--- config.mk ---
export PLATFORM = sky130hd
export DESIGN_NAME = posit_encode_pipe
export DESIGN_NICKNAME = d
export VERILOG_FILES = /design/src/rtl/posit_encode_pipe.sv
export SDC_FILE = /design/constraint.sdc
export NUM_CORES = 1
export LEC_CHECK = 0
export ABC_CLOCK_PERIOD_IN_PS = 8200
export BUFFER_PORTS_ARGS = -buffer_cell sky130_fd_sc_hd__buf_4
export CAP_MARGIN = 20
export CORE_ASPECT_RATIO = 1.75
export CORE_MARGIN = 4
export CORE_UTILIZATION = 25
export CTS_CLUSTER_DIAMETER = 200
export CTS_CLUSTER_SIZE = 28
export DETAILED_ROUTE_END_ITERATION = 12
export PLACE_DENSITY = 0.38
export REMOVE_ABC_BUFFERS = 1
export SYNTH_ARGS = -nofsm -noshare
export SYNTH_HDL_FRONTEND = slang
export SYNTH_SLANG_ARGS = --single-unit
--- constraint.sdc ---
create_clock -name clk -period 8.2 [get_ports clk]
set_clock_uncertainty 0.15 [all_clocks]
set_input_delay 0.41 -clock clk [delete_from_list [all_inputs] [get_ports clk]]
set_output_delay 0.41 -clock clk [all_outputs]
set_load 0.05 [all_outputs]
--- src/rtl/posit_encode_pipe.sv ---
// posit_encode_pipe
// Two-stage valid/ready posit packer. Takes an unpacked value
// (sign, signed power-of-two scale, fraction below the hidden one, sticky,
// zero and NaR flags) and produces a rounded WIDTH-bit posit with es = EN.
//
// Stage 1 builds the regime/exponent/fraction string and splits it into
// magnitude, guard and sticky. Stage 2 rounds to nearest-even, clamps to
// [minpos, maxpos] and applies the sign.
//
// Optional build macro: POSIT_ENC_FLAGS_EN
//   When defined, adds out_inexact and out_sat, registered with out_data.
//   The data path and latency do not depend on the macro.

module posit_encode_pipe #(
    parameter int WIDTH   = 32,
    parameter int EN      = 2,
    parameter int FRAC_W  = 32,
    parameter int SCALE_W = 9
) (
    input  logic               clk,
    input  logic               rst,
    input  logic               in_valid,
    output logic               in_ready,
    input  logic               in_sign,
    input  logic [SCALE_W-1:0] in_scale,
    input  logic [FRAC_W-1:0]  in_frac,
    input  logic               in_sticky,
    input  logic               in_zero,
    input  logic               in_nar,
    output logic               out_valid,
    input  logic               out_ready,
    output logic [WIDTH-1:0]   out_data
`ifdef POSIT_ENC_FLAGS_EN
    ,
    output logic               out_inexact,
    output logic               out_sat
`endif
);

    // Magnitude excludes the sign bit.
    localparam int MAG_W = WIDTH - 1;
    // Regime seed (2 bits) + exponent + fraction + enough zero padding that
    // the largest regime shift never pushes a bit off the bottom.
    localparam int EXT_W = 2 + EN + FRAC_W + WIDTH;
    localparam int MAX_SCALE = (WIDTH - 2) * (2 ** EN);

    localparam logic signed [SCALE_W-1:0] SCALE_HI = SCALE_W'(MAX_SCALE);
    localparam logic signed [SCALE_W-1:0] SCALE_LO = SCALE_W'(-MAX_SCALE);

    localparam logic [MAG_W-1:0] MAXPOS_MAG = {MAG_W{1'b1}};
    localparam logic [MAG_W-1:0] MINPOS_MAG = {{(MAG_W-1){1'b0}}, 1'b1};
    localparam logic [MAG_W-1:0] ZERO_MAG   = {MAG_W{1'b0}};
    localparam logic [WIDTH-1:0] NAR_WORD   = {1'b1, {MAG_W{1'b0}}};
    localparam logic [WIDTH-1:0] ZERO_WORD  = {WIDTH{1'b0}};
    localparam logic [WIDTH-1:0] ONE_WORD   = {{(WIDTH-1){1'b0}}, 1'b1};

    // Classification carried from stage 1 into stage 2.
    typedef enum logic [2:0] {
        CLS_NORM    = 3'd0,
        CLS_ZERO    = 3'd1,
        CLS_NAR     = 3'd2,
        CLS_SAT_MAX = 3'd3,
        CLS_SAT_MIN = 3'd4
    } val_class_e;

    // Two's complement over WIDTH bits of a non-negative magnitude.
    function automatic logic [WIDTH-1:0] apply_sign(input logic neg,
                                                    input logic [MAG_W-1:0] mag);
        logic [WIDTH-1:0] word;
        word = {1'b0, mag};
        if (neg) begin
            apply_sign = (~word) + ONE_WORD;
        end else begin
            apply_sign = word;
        end
    endfunction

    // Round-to-nearest, ties-to-even increment decision.
    function automatic logic round_up(input logic guard, input logic lsb,
                                      input logic sticky);
        round_up = guard & (lsb | sticky);
    endfunction

    // ------------------------------------------------------------------
    // Handshake
    // ------------------------------------------------------------------
    logic s1_valid_q, s1_valid_d;
    logic out_valid_q, out_valid_d;
    logic s2_load_s;
    logic s1_advance_s;

    // Stage-advance conditions and the upstream ready.
    always_comb begin
        s2_load_s    = !out_valid_q || out_ready;
        s1_advance_s = s1_valid_q && s2_load_s;
        in_ready     = !rst && (!s1_valid_q || s1_advance_s);
    end

    // ------------------------------------------------------------------
    // Stage 1: regime / exponent / fraction string
    // ------------------------------------------------------------------
    logic signed [SCALE_W-1:0] scale_s;
    logic signed [SCALE_W-1:0] k_s;
    logic                      k_neg_s;
    logic        [SCALE_W-1:0] shamt_s;
    logic signed [EXT_W-1:0]   ext_s;
    logic signed [EXT_W-1:0]   ext_sh_s;
    val_class_e                cls_s;
    logic        [MAG_W-1:0]   mag_s;
    logic                      guard_s;
    logic                      sticky_s;

    // Build the shifted regime string: seed "10" (k>=0) or "01" (k<0) and
    // shift arithmetically so the sign fill extends the run of equal bits.
    always_comb begin
        scale_s = $signed(in_scale);
        k_s     = scale_s >>> EN;
        k_neg_s = k_s[SCALE_W-1];
        // For k < 0 the run of zeros is -k, which needs a shift of -k-1 = ~k.
        if (k_neg_s) begin
            shamt_s = ~k_s;
        end else begin
            shamt_s = k_s;
        end
        ext_s    = {~k_neg_s, k_neg_s, in_scale[EN-1:0], in_frac, {WIDTH{1'b0}}};
        ext_sh_s = ext_s >>> shamt_s;
        mag_s    = ext_sh_s[EXT_W-1 -: MAG_W];
        guard_s  = ext_sh_s[EXT_W-1-MAG_W];
        sticky_s = (|ext_sh_s[EXT_W-2-MAG_W:0]) | in_sticky;

        if (in_nar) begin
            cls_s = CLS_NAR;
        end else if (in_zero) begin
            cls_s = CLS_ZERO;
        end else if (scale_s > SCALE_HI) begin
            cls_s = CLS_SAT_MAX;
        end else if (scale_s < SCALE_LO) begin
            cls_s = CLS_SAT_MIN;
        end else begin
            cls_s = CLS_NORM;
        end
    end

    logic       s1_sign_q,   s1_sign_d;
    val_class_e s1_cls_q,    s1_cls_d;
    logic [MAG_W-1:0] s1_mag_q, s1_mag_d;
    logic       s1_guard_q,  s1_guard_d;
    logic       s1_sticky_q, s1_sticky_d;

    // Stage-1 next state: load on accept, empty when advancing, else hold.
    always_comb begin
        s1_valid_d  = s1_valid_q;
        s1_sign_d   = s1_sign_q;
        s1_cls_d    = s1_cls_q;
        s1_mag_d    = s1_mag_q;
        s1_guard_d  = s1_guard_q;
        s1_sticky_d = s1_sticky_q;
        if (in_valid && in_ready) begin
            s1_valid_d  = 1'b1;
            s1_sign_d   = in_sign;
            s1_cls_d    = cls_s;
            s1_mag_d    = mag_s;
            s1_guard_d  = guard_s;
            s1_sticky_d = sticky_s;
        end else if (s1_advance_s) begin
            s1_valid_d  = 1'b0;
        end else begin
            s1_valid_d  = s1_valid_q;
        end
    end

    // Stage-1 register with synchronous reset.
    always_ff @(posedge clk) begin
        if (rst) begin
            s1_valid_q  <= 1'b0;
            s1_sign_q   <= 1'b0;
            s1_cls_q    <= CLS_ZERO;
            s1_mag_q    <= ZERO_MAG;
            s1_guard_q  <= 1'b0;
            s1_sticky_q <= 1'b0;
        end else begin
            s1_valid_q  <= s1_valid_d;
            s1_sign_q   <= s1_sign_d;
            s1_cls_q    <= s1_cls_d;
            s1_mag_q    <= s1_mag_d;
            s1_guard_q  <= s1_guard_d;
            s1_sticky_q <= s1_sticky_d;
        end
    end

    // ------------------------------------------------------------------
    // Stage 2: round, clamp, sign, pack
    // ------------------------------------------------------------------
    logic             rnd_up_s;
    logic [WIDTH-1:0] mag_rnd_s;
    logic [MAG_W-1:0] mag_fin_s;
    logic [WIDTH-1:0] packed_s;

    // Rounding carries ripple into exponent/regime naturally; a carry into
    // bit MAG_W means past maxpos and is clamped, never reaching the sign.
    always_comb begin
        rnd_up_s  = round_up(s1_guard_q, s1_mag_q[0], s1_sticky_q);
        mag_rnd_s = {1'b0, s1_mag_q} + {{MAG_W{1'b0}}, rnd_up_s};
        if (mag_rnd_s[WIDTH-1]) begin
            mag_fin_s = MAXPOS_MAG;
        end else if (mag_rnd_s[MAG_W-1:0] == ZERO_MAG) begin
            mag_fin_s = MINPOS_MAG;
        end else begin
            mag_fin_s = mag_rnd_s[MAG_W-1:0];
        end

        case (s1_cls_q)
            CLS_NAR:     packed_s = NAR_WORD;
            CLS_ZERO:    packed_s = ZERO_WORD;
            CLS_SAT_MAX: packed_s = apply_sign(s1_sign_q, MAXPOS_MAG);
            CLS_SAT_MIN: packed_s = apply_sign(s1_sign_q, MINPOS_MAG);
            CLS_NORM:    packed_s = apply_sign(s1_sign_q, mag_fin_s);
            default:     packed_s = ZERO_WORD;
        endcase
    end

    logic [WIDTH-1:0] out_data_q, out_data_d;

    // Output-stage next state: refill when empty or consumed, else hold.
    always_comb begin
        out_valid_d = out_valid_q;
        out_data_d  = out_data_q;
        if (s2_load_s) begin
            out_valid_d = s1_valid_q;
            if (s1_valid_q) begin
                out_data_d = packed_s;
            end else begin
                out_data_d = out_data_q;
            end
        end else begin
            out_valid_d = out_valid_q;
        end
    end

    // Output register with synchronous reset.
    always_ff @(posedge clk) begin
        if (rst) begin
            out_valid_q <= 1'b0;
            out_data_q  <= ZERO_WORD;
        end else begin
            out_valid_q <= out_valid_d;
            out_data_q  <= out_data_d;
        end
    end

    assign out_valid = out_valid_q;
    assign out_data  = out_data_q;

`ifdef POSIT_ENC_FLAGS_EN
    logic inexact_s, sat_s;
    logic out_inexact_q, out_inexact_d;
    logic out_sat_q, out_sat_d;

    // Status flags for the beat in stage 1; specials report neither flag.
    always_comb begin
        case (s1_cls_q)
            CLS_NORM: begin
                inexact_s = s1_guard_q | s1_sticky_q;
                sat_s     = mag_rnd_s[WIDTH-1] || (mag_rnd_s[MAG_W-1:0] == ZERO_MAG);
            end
            CLS_SAT_MAX, CLS_SAT_MIN: begin
                inexact_s = 1'b1;
                sat_s     = 1'b1;
            end
            default: begin
                inexact_s = 1'b0;
                sat_s     = 1'b0;
            end
        endcase
    end

    // Flag next state follows the same load/hold rule as out_data.
    always_comb begin
        out_inexact_d = out_inexact_q;
        out_sat_d     = out_sat_q;
        if (s2_load_s && s1_valid_q) begin
            out_inexact_d = inexact_s;
            out_sat_d     = sat_s;
        end else begin
            out_inexact_d = out_inexact_q;
            out_sat_d     = out_sat_q;
        end
    end

    // Flag registers with synchronous reset.
    always_ff @(posedge clk) begin
        if (rst) begin
            out_inexact_q <= 1'b0;
            out_sat_q     <= 1'b0;
        end else begin
            out_inexact_q <= out_inexact_d;
            out_sat_q     <= out_sat_d;
        end
    end

    assign out_inexact = out_inexact_q;
    assign out_sat     = out_sat_q;
`endif

endmodule

==> run summary, run 1 <==
Detailed placer's ending HPWL: 24.5 mm
Clk pin slew, worst setup/hold paths: 0.06 ns
RePlAce Congestion: 0.865
Area Growth Syn to Fin: 14.6%
Critical Path Start Type: flop
Residual DRC: 0
Final Non-Filler Cells: 1,460
RR Endpoint: out_data[26]
CTS Hold Bufs: 0
Ys flop type: dfxtp_1
TritonCTS clock tree: yes
Drt wl/cell: 21.2 µm
Hold Path Class: in -> reg
CP endpoint kind: flop
Relative slew margins: 0.328
Worst EP required: 8.31 ns
R2r worst-path depth: 19
Sequential-to-total area share from yosys stat: 0.182
Share of layout cells above drive strength 1: 0.174
Inserted Clock Buffers: 9
Library cells used by synthesis: 92
Mapped Cells: 1,046
Status: complete, no violations
Crit path time final: 5.89 ns
Gr usage total: 0.179
Input/output buffers: 82
Vias per inst: 5.64
Root Buffer: clkbuf_16
Worst r2r src: s1_mag_q[0]
Warning count from the yosys run: 0
Vias in the first global route: 8,204
Reg area: 0.00142 mm²
Initial Utilization: 0.253
Multi-input gate area: 0.00592 mm²
Most frequent cell on the critical path: ha_1
IO Pins: 83
CP max-delay cell: or4_1
Core area: 0.0307 mm²
Die width: 141 µm
Clock sink count: 71
Die height: 242 µm
Period utilization: 0.718
Largest net degree at the start of global routing: 62
Post-synth EDFFs: 0
Setup-failing EPs final: 0
Launch point of the worst path: s1_mag_q[0]
Placed cell count: 1,446
First-pass GRT wire length: 48.6 mm
Final Max Tran Viols: 0
Largest stage delay on the critical path: 0.79 ns
Post-Synthesis Cell Area: 0.00779 mm²
Post-CTS Resized: 0
Fillers: 3,317
Num rows: 85
Hold_ws: 0.111 ns
Final core utilization: 0.291
Maxcap violations: 0
CP Class: reg -> reg
Final hold viol count: 0
Crit path to: out_data[26]
First-pass detailed-route iteration total: 5
Critical Path, Cell by Cell: o21a_1, ha_1, ha_1, nand3_2, or4_1, a211oi_1, or4_4, nor3_1, and4_1, nor3_1, ha_1, nor4b_1, a31oi_1, a211oi_4, o21ai_2, or2_1, or3_4, or4_1, a311oi_1
Synth async-reset ratio: 0
Fin nets: 1,120
PD cells: 145 mW/mm²
H-Tree Depth: 3
Initial antenna violation count: 0
R2R setup slack: 2.31 ns
Slew @ Worst Pin: 0.995 ns
Final ANT Viol Nets: 0
Die area: 0.0342 mm²
WL final: 31.0 mm
Antenna diodes: 0
Setup TNS: 0 ns
Initial DRC count: 433
CP Max Fanout: 13
Tot Pwr: 1.30 mW
Synthesis-stage register bit count: 71
RSZ-0062 raised after global routing: no
Worst-Skew Late Latency: 0.35 ns
GR Overflow Total: 0
DR vias: 8,239
CP arrival: 6.00 ns
Clk buf depth: 2
Hold path start: in_sign
Maximum vdd drop: 0.0769 mV
Post-Syn Area per Cell: 7.45 µm²
Max Clk Rate: 170 MHz
Post-CTS setup buffers: 0
Leakage power: 3.17 nW
worst min path at each step:
stage | depth (start not counted) | slack [ns] | endpoint
6_report | 3 | 0.11 | s1_sign_q
3_3_place_gp | 2 | 0.31 | out_data[8]
2_1_floorplan | 2 | 0.31 | s1_mag_q[17]
4_1_cts | 2 | 0.09 | s1_cls_q[0]
5_1_grt | 2 | 0.11 | s1_cls_q[0]
3_5_place_dp | 2 | 0.31 | out_data[8]
cell usage after synthesis, types with 13 or more instances:
cell type | count | share of area
dfxtp_1 | 71 | 0.18
nor3_1 | 38 | 0.024
nand3_1 | 45 | 0.029
or4_1 | 13 | 0.013
mux2i_1 | 50 | 0.064
a31oi_1 | 16 | 0.013
o31ai_1 | 13 | 0.013
inv_1 | 13 | 0.0063
or3_1 | 16 | 0.013
o21ai_0 | 78 | 0.050
nand2_1 | 91 | 0.044
xor2_1 | 19 | 0.021
nor2_1 | 76 | 0.037
nand4_1 | 25 | 0.020
buf_2 | 16 | 0.010
a21oi_1 | 99 | 0.064
a221oi_1 | 13 | 0.015
nor4_1 | 14 | 0.011
a211oi_1 | 14 | 0.013
xnor2_1 | 23 | 0.026
clkbuf_1 | 56 | 0.027
mux4_2 | 24 | 0.069
flip-flops by register name, indices dropped and copies added, names as in the netlist:
name         flops
s1_cls_q         3
s1_valid_q       1
s1_sticky_q      1
out_valid        1
out_data        32
s1_guard_q       1
s1_sign_q        1
s1_mag_q        31
per-stage QoR:
stage | worst slack [ns] | cell area, µm²
4_1_cts | 2.26 | 8930
3_5_place_dp | 2.28 | 8670
5_1_grt | 1.86 | 8930
3_3_place_gp | 2.40 | 8670
2_1_floorplan | 2.83 | 7340
6_report | 2.31 | 8930
power by group:
group / leakage, nW / total (mW) / internal, mW / switching (mW)
sequential: 0.581 / 0.408 / 0.367 / 0.0407
combinational: 2.46 / 0.522 / 0.197 / 0.326
clock: 0.132 / 0.369 / 0.217 / 0.151
total: 3.17 / 1.30 / 0.781 / 0.518
kinds of logic (layout without fill, tap and decap cells):
| logic type | after synthesis | count (layout) | synth area share |
|---|---|---|---|
| adder cells (fa/ha/maj) | 10 | 10 | 0.0145 |
| buffers and inverters | 110 | 133 | 0.0654 |
| multiplexers | 75 | 75 | 0.135 |
| flip-flops | 71 | 71 | 0.182 |
| XOR/XNOR | 42 | 42 | 0.0472 |
| AND/OR/NAND/NOR | 403 | 403 | 0.277 |
| AO/OA/AOI/OAI | 335 | 335 | 0.278 |
cell type report:
| cell class | count | area share |
|---|---|---|
| multi-input cells | 865 | 0.663 |
| clock buffers | 13 | 0.0291 |
| well taps | 391 | 0.0548 |
| flip-flops and latches | 71 | 0.159 |
| clock inverters | 1 | 0.000560 |
| repair buffers | 104 | 0.0874 |
| inverters | 15 | 0.00630 |
placed cells by master (no fill, tap or decap), types with 5 or more instances in the layout:
cell type | synthesis | final
a2111oi_0 | 5 | 5
a211o_1 | 7 | 7
a211oi_1 | 14 | 14
a21oi_1 | 99 | 99
a221oi_1 | 13 | 13
a22oi_1 | 8 | 8
a31oi_1 | 16 | 16
and2_1 | 10 | 10
and3_1 | 5 | 5
and4_1 | 7 | 7
buf_4 | 10 | 104
clkbuf_16 | 0 | 9
dfxtp_1 | 71 | 71
ha_1 | 5 | 5
inv_1 | 13 | 13
maj3_1 | 5 | 5
mux2i_1 | 50 | 50
mux4_2 | 24 | 24
nand2_1 | 91 | 91
nand2b_1 | 10 | 10
nand3_1 | 45 | 45
nand3b_1 | 5 | 5
nand4_1 | 25 | 25
nor2_1 | 76 | 76
nor2b_1 | 7 | 7
nor3_1 | 38 | 36
nor4_1 | 14 | 14
o211ai_1 | 10 | 10
o21a_1 | 7 | 7
o21ai_0 | 78 | 78
o22ai_1 | 5 | 5
o311ai_0 | 5 | 5
o31ai_1 | 13 | 13
o41ai_1 | 5 | 5
or2_2 | 9 | 9
or3_1 | 16 | 16
or4_1 | 13 | 13
xnor2_1 | 23 | 20
xor2_1 | 19 | 17
critical path: cells and delay by family (launching register included):
| family | cells | cell delay, ns |
|---|---|---|
| compound gates | 6 | 1.24 |
| fa+ha+maj | 3 | 0.82 |
| flops | 1 | 0.35 |
| simple gates | 10 | 3.21 |
layer usage:
metal  routed length, µm  part of all wire  track usage
met1               11400              0.37        0.188
met2               17200              0.56        0.343
met3                 785             0.025       0.0196
met4                1520             0.049       0.0901
met5                   0                 0            0
Note: power is estimated with default switching activity, not from simulation.
==> run 2, diff against run 1 <==
--- a/config.mk
+++ b/config.mk
@@ -5,7 +5,7 @@
 export SDC_FILE = /design/constraint.sdc
 export NUM_CORES = 1
 export LEC_CHECK = 0
-export ABC_CLOCK_PERIOD_IN_PS = 8200
+export ABC_CLOCK_PERIOD_IN_PS = 5000
 export BUFFER_PORTS_ARGS = -buffer_cell sky130_fd_sc_hd__buf_4
 export CAP_MARGIN = 20
 export CORE_ASPECT_RATIO = 1.75
@@ -14,7 +14,7 @@
 export CTS_CLUSTER_DIAMETER = 200
 export CTS_CLUSTER_SIZE = 28
 export DETAILED_ROUTE_END_ITERATION = 12
-export PLACE_DENSITY = 0.38
+export PLACE_DENSITY = 0.39
 export REMOVE_ABC_BUFFERS = 1
 export SYNTH_ARGS = -nofsm -noshare
 export SYNTH_HDL_FRONTEND = slang
==> constraint.sdc (replaced) <==
create_clock -name clk -period 5 [get_ports clk]
set_clock_uncertainty 0.15 [all_clocks]
set_input_delay 0.25 -clock clk [delete_from_list [all_inputs] [get_ports clk]]
set_output_delay 0.25 -clock clk [all_outputs]
set_load 0.05 [all_outputs]
==> run 2 against run 1 <==
Hold slack worse by 0.057 ns. First-iteration DRC count is 9.0% lower. Sequential cell count stayed put. Critical path depth stayed put. Setup slack worse by 2.0 ns. Final area is 8.3% higher. Sequential power is 57% higher. Via count is 4.0% higher.
==> run summary, run 2 (synthesized netlist as in run 1, its figures left out) <==
DR vias: 8,566
CP Max Fanout: 5
GR Overflow Total: 0
Drt wl/cell: 21.2 µm
Reg area: 0.00142 mm²
Share of layout cells above drive strength 1: 0.245
Crit path time final: 4.72 ns
Fin nets: 1,202
Met2 wire len: 18.5 mm
First-pass detailed-route iteration total: 5
Maxcap violations: 0
CP arrival: 4.83 ns
Inserted Clock Buffers: 9
Core area: 0.0307 mm²
Clk pin slew, worst setup/hold paths: 0.06 ns
Input/output buffers: 82
Worst-Skew Late Latency: 0.36 ns
Die area: 0.0342 mm²
PD cells: 235 mW/mm²
Hold Crit Endpoint: out_valid
Vias in the first global route: 8,711
Hold Path Class: in -> reg
Status: complete, no violations
Period utilization: 0.943
Highest routed metal layer: met4
Largest net degree at the start of global routing: 62
Final ANT Viol Nets: 0
CP Class: reg -> reg
Detailed placer's ending HPWL: 26.6 mm
Area Growth Syn to Fin: 24.2%
Vias per inst: 5.55
Residual DRC: 0
Maximum vdd drop: 0.158 mV
M1 WL: 11.6 mm
Gr usage total: 0.190
Clock sink count: 71
Multi-input gate area: 0.00601 mm²
WL final: 32.7 mm
Worst r2r src: s1_mag_q[0]
IO Pins: 83
Commonest cells after routing, fill and taps aside: buf_4, a21oi_1, nand2_1
Final Max Tran Viols: 0
First-pass GRT wire length: 51.1 mm
Max reg flops: 32
Setup-failing EPs final: 0
Initial antenna violation count: 0
Worst EP required: 5.11 ns
Placed cell count: 1,525
Root Buffer: clkbuf_16
Tot Pwr: 2.27 mW
Commonest non-fill, non-tap cell in the layout: buf_4
Slew @ Worst Pin: 1.09 ns
Initial DRC count: 394
Hold path start: out_ready
Hold_ws: 0.0543 ns
R2r worst-path depth: 19
RSZ-0062 raised after global routing: yes
H-Tree Depth: 3
Relative slew margins: 0.264
Final hold viol count: 0
TritonCTS clock tree: yes
Max Clk Rate: 212 MHz
RePlAce Congestion: 0.920
Final core utilization: 0.315
CP endpoint kind: flop
RR Endpoint: out_data[26]
Critical Path Start Type: flop
Antenna diodes: 0
Initial Utilization: 0.253
Hold-critical path depth: 4
Fillers: 3,372
Die height: 242 µm
Final Non-Filler Cells: 1,544
Num rows: 85
Die width: 141 µm
R2R setup slack: 0.28 ns
Met3 wire length: 789 µm
Clk buf depth: 2
Leakage power: 3.62 nW
## run 2: cell types whose count changed in the layout (fill, tap and decap cells not counted), moves of 3 or more
cell and delta:
buf_4 +79, dlygate4sd3_1 +3, or4_1 -3, ha_1 -3, or4_4 +4
## run 2: how the worst max path moves through the flow
stage	depth (start not counted)	to	start	slack [ns]
after detailed placement	19	out_data[26]	s1_mag_q[0]	-0.08
final	19	out_data[26]	s1_mag_q[0]	0.28
after floorplan	19	out_data[26]	s1_mag_q[0]	-0.37
after global placement	19	out_data[26]	s1_mag_q[0]	-0.009
after global routing	19	out_data[26]	s1_guard_q	-0.01
after CTS	19	out_data[26]	s1_mag_q[0]	0.02
## run 2: cell type report
class                           instances  area share
Clock buffer                           13      0.0290
Clock inverter                          3     0.00155
Inverter                               15     0.00582
Multi-Input combinational cell        865       0.621
Sequential cell                        71       0.147
Tap cell                              391      0.0506
Timing Repair Buffer                  186       0.145
## run 2: per-stage QoR
step	cell area [µm²]	TNS (ns)	setup slack, ns
final	9670	0	0.283
after global routing	9670	-0.0109	-0.0109
after CTS	9600	0	0.0207
after detailed placement	9260	-0.0915	-0.0848
after global placement	9260	-0.00898	-0.00898
after floorplan	7340	-3.16	-0.371
## run 2: power breakdown
part,switching (mW),total (mW),internal (mW)
Combinational,0.595,0.982,0.387
Clock,0.261,0.648,0.387
Sequential,0.0371,0.639,0.602
Total,0.893,2.27,1.38
## run 2: worst max-delay path, stage by stage (launching register included)
cell and delay [ns]:
dfxtp_1 0.32, o21a_1 0.17, ha_4 0.16, ha_2 0.20
nand3_4 0.10, or4_4 0.55, nor3_1 0.24, or4_4 0.18
nor3_1 0.05, and4_2 0.27, nor3_2 0.11, ha_2 0.20
and3_1 0.17, a31oi_2 0.14, a211oi_4 0.28, o21ai_2 0.11
or2_1 0.25, or3_4 0.36, or4_1 0.40, a311oi_1 0.20
## run 2: routing by layer
metal	track usage	vias up
li1	-	4205
met1	0.190	4108
met2	0.375	189
met3	0.0170	64
met4	0.0969	0
met5	0	-
## run 2: what timing repair did
action                                  in CTS  in global routing
endpoints found under the hold margin        3                  0
buffers inserted                             0                  0
pin swaps                                    0                  4
gates resized for setup                      4                 15
endpoints found under the setup margin       3                 14
hold buffers                                 3                  0
==> run 3, diff against run 2 <==
--- a/config.mk
+++ b/config.mk
@@ -9,7 +9,7 @@
 export BUFFER_PORTS_ARGS = -buffer_cell sky130_fd_sc_hd__buf_4
 export CAP_MARGIN = 20
 export CORE_ASPECT_RATIO = 1.75
-export CORE_MARGIN = 4
+export CORE_MARGIN = 2
 export CORE_UTILIZATION = 25
 export CTS_CLUSTER_DIAMETER = 200
 export CTS_CLUSTER_SIZE = 28
==> run 3 against run 2 <==
Sequential cell count unchanged. Die area decreased by 4.4%. Clock power is 1% higher. Count of clock-buffer cells in the layout decreased by 1. Final cell count decreased by 0.26%. Setup slack worse by 0.0041 ns. Via count is 0.23% higher. Core utilization fell by 0.18 points. Hold slack gained 0.012 ns. Global-route usage increased by 1.1 points. Sequential share of layout area up 0.084 points. Highest routed layer unchanged.
==> run summary, run 3 (synthesized netlist as in run 1, its figures left out) <==
Max Clk Rate: 212 MHz
Placed cell count: 1,519
Worst-Skew Late Latency: 0.35 ns
Initial Utilization: 0.253
Largest net degree at the start of global routing: 62
PD cells: 236 mW/mm²
Final Non-Filler Cells: 1,540
Relative slew margins: 0.349
Maximum vdd drop: 0.165 mV
Area Growth Syn to Fin: 23.5%
IO Pins: 83
R2r worst-path depth: 19
CP max-delay cell: or4_4
Vias per inst: 5.58
Antenna diodes: 0
Logic pwr share: 0.429
Clk pin slew, worst setup/hold paths: 0.06 ns
Reg area: 0.00142 mm²
First-pass GRT wire length: 49.8 mm
Status: complete, no violations
Worst path depth: 19
Fin nets: 1,198
Core area: 0.0307 mm²
Drt wl/cell: 21.1 µm
Max reg flops: 32
Final worst slack: 0.279 ns
Period utilization: 0.944
Critical Path Start Type: flop
Clock sink count: 71
RePlAce Congestion: 0.907
Multi-input gate area: 0.00598 mm²
Detailed placer's ending HPWL: 26.4 mm
CP endpoint kind: flop
Inserted Clock Buffers: 9
Worst EP required: 5.12 ns
Num rows: 85
Share of layout cells above drive strength 1: 0.240
Hold-critical path depth: 4
Crit path time final: 4.72 ns
Leakage power: 3.59 nW
Hold Path Class: in -> reg
Fillers: 3,418
Commonest cells after routing, fill and taps aside: buf_4, a21oi_1, nand2_1
TritonCTS clock tree: yes
Hold_ws: 0.0667 ns
Residual DRC: 0
Critical Path, Cell by Cell: o21a_1, ha_2, ha_1, nand3_2, or4_4, a211oi_1, or4_4, nor3_1, and4_2, nor3_2, ha_2, nor4b_2, a31oi_2, a211oi_4, o21ai_2, or2_1, or3_4, or4_1, a311oi_2
Die area: 0.0326 mm²
H-Tree Depth: 3
DR vias: 8,586
Input/output buffers: 82
Root Buffer: clkbuf_16
CP arrival: 4.84 ns
Switching share of power: 0.392
Maxcap violations: 0
GR Overflow Total: 0
Final hold viol count: 0
Die width: 137 µm
Sequential power share: 0.282
Net Switching: 0.889 mW
DP Area: 0.00921 mm²
P_int: 1.38 mW
Tot Pwr: 2.27 mW
Clock power share: 0.289
Final Max Tran Viols: 0
Setup-failing EPs final: 0
Initial antenna violation count: 0
Vias in the first global route: 8,527
Final core utilization: 0.313
Final ANT Viol Nets: 0
Gr usage total: 0.200
WL final: 32.5 mm
First-pass detailed-route iteration total: 5
CP Max Fanout: 5
Clk buf depth: 2
CP Buf/Inv Count: 0
Slew @ Worst Pin: 0.970 ns
Initial DRC count: 417
Post-route cell area: 0.00962 mm²
CP top delay family: simple AND/OR/NAND/NOR gates
Commonest non-fill, non-tap cell in the layout: buf_4
Setup TNS: 0 ns
RSZ-0062 raised after global routing: no
Setup Slack @ Placement: -0.108 ns
CP Class: reg -> reg
R2R setup slack: 0.28 ns
Die height: 238 µm
Largest stage delay on the critical path: 0.49 ns
## run 3: layout make-up
type                    count  share of cell area
flip-flops and latches     71               0.148
well taps                 391              0.0509
repair buffers            182               0.143
multi-input cells         865               0.622
clock inverters             4             0.00468
clock buffers              12              0.0256
inverters                  15             0.00585
## run 3: worst paths after layout
path	startpoint	end
max	s1_mag_q[0]	out_data[26]
max reg2reg	s1_mag_q[0]	out_data[26]
min reg2reg	out_data[8]	out_data[8]
min	out_ready	out_valid
## run 3: power groups by stage
stage          clock, mW  combinational [mW]  sequential (mW)
2_1_floorplan          0               0.535            0.692
3_3_place_gp           0               0.964            0.652
3_5_place_dp           0               0.962            0.653
4_1_cts            0.680               0.968            0.640
5_1_grt            0.699                1.06            0.646
6_report           0.657               0.973            0.641
## run 3: tightest hold or removal path: stages
cell and delay (ns):
buf_4 0.08, nor2b_1 0.07, nor2_1 0.09, nor2_1 0.04
## run 3: timing repair
| item | 4_1_cts | 5_1_grt |
|---|---|---|
| endpoints found under the hold margin | 3 | 0 |
| pin swaps | 0 | 1 |
| endpoints found under the setup margin | 4 | 13 |
| buffers inserted | 0 | 0 |
| resized for setup | 3 | 13 |
| hold buffers | 3 | 0 |
## run 3: per-layer routing
layer	wire, µm	vias to the layer above	GRT usage
met4	2300	0	0.134
met3	701	77	0.0190
li1	-	4192	-
met5	0	-	0
met1	11600	4126	0.197
met2	17900	191	0.384
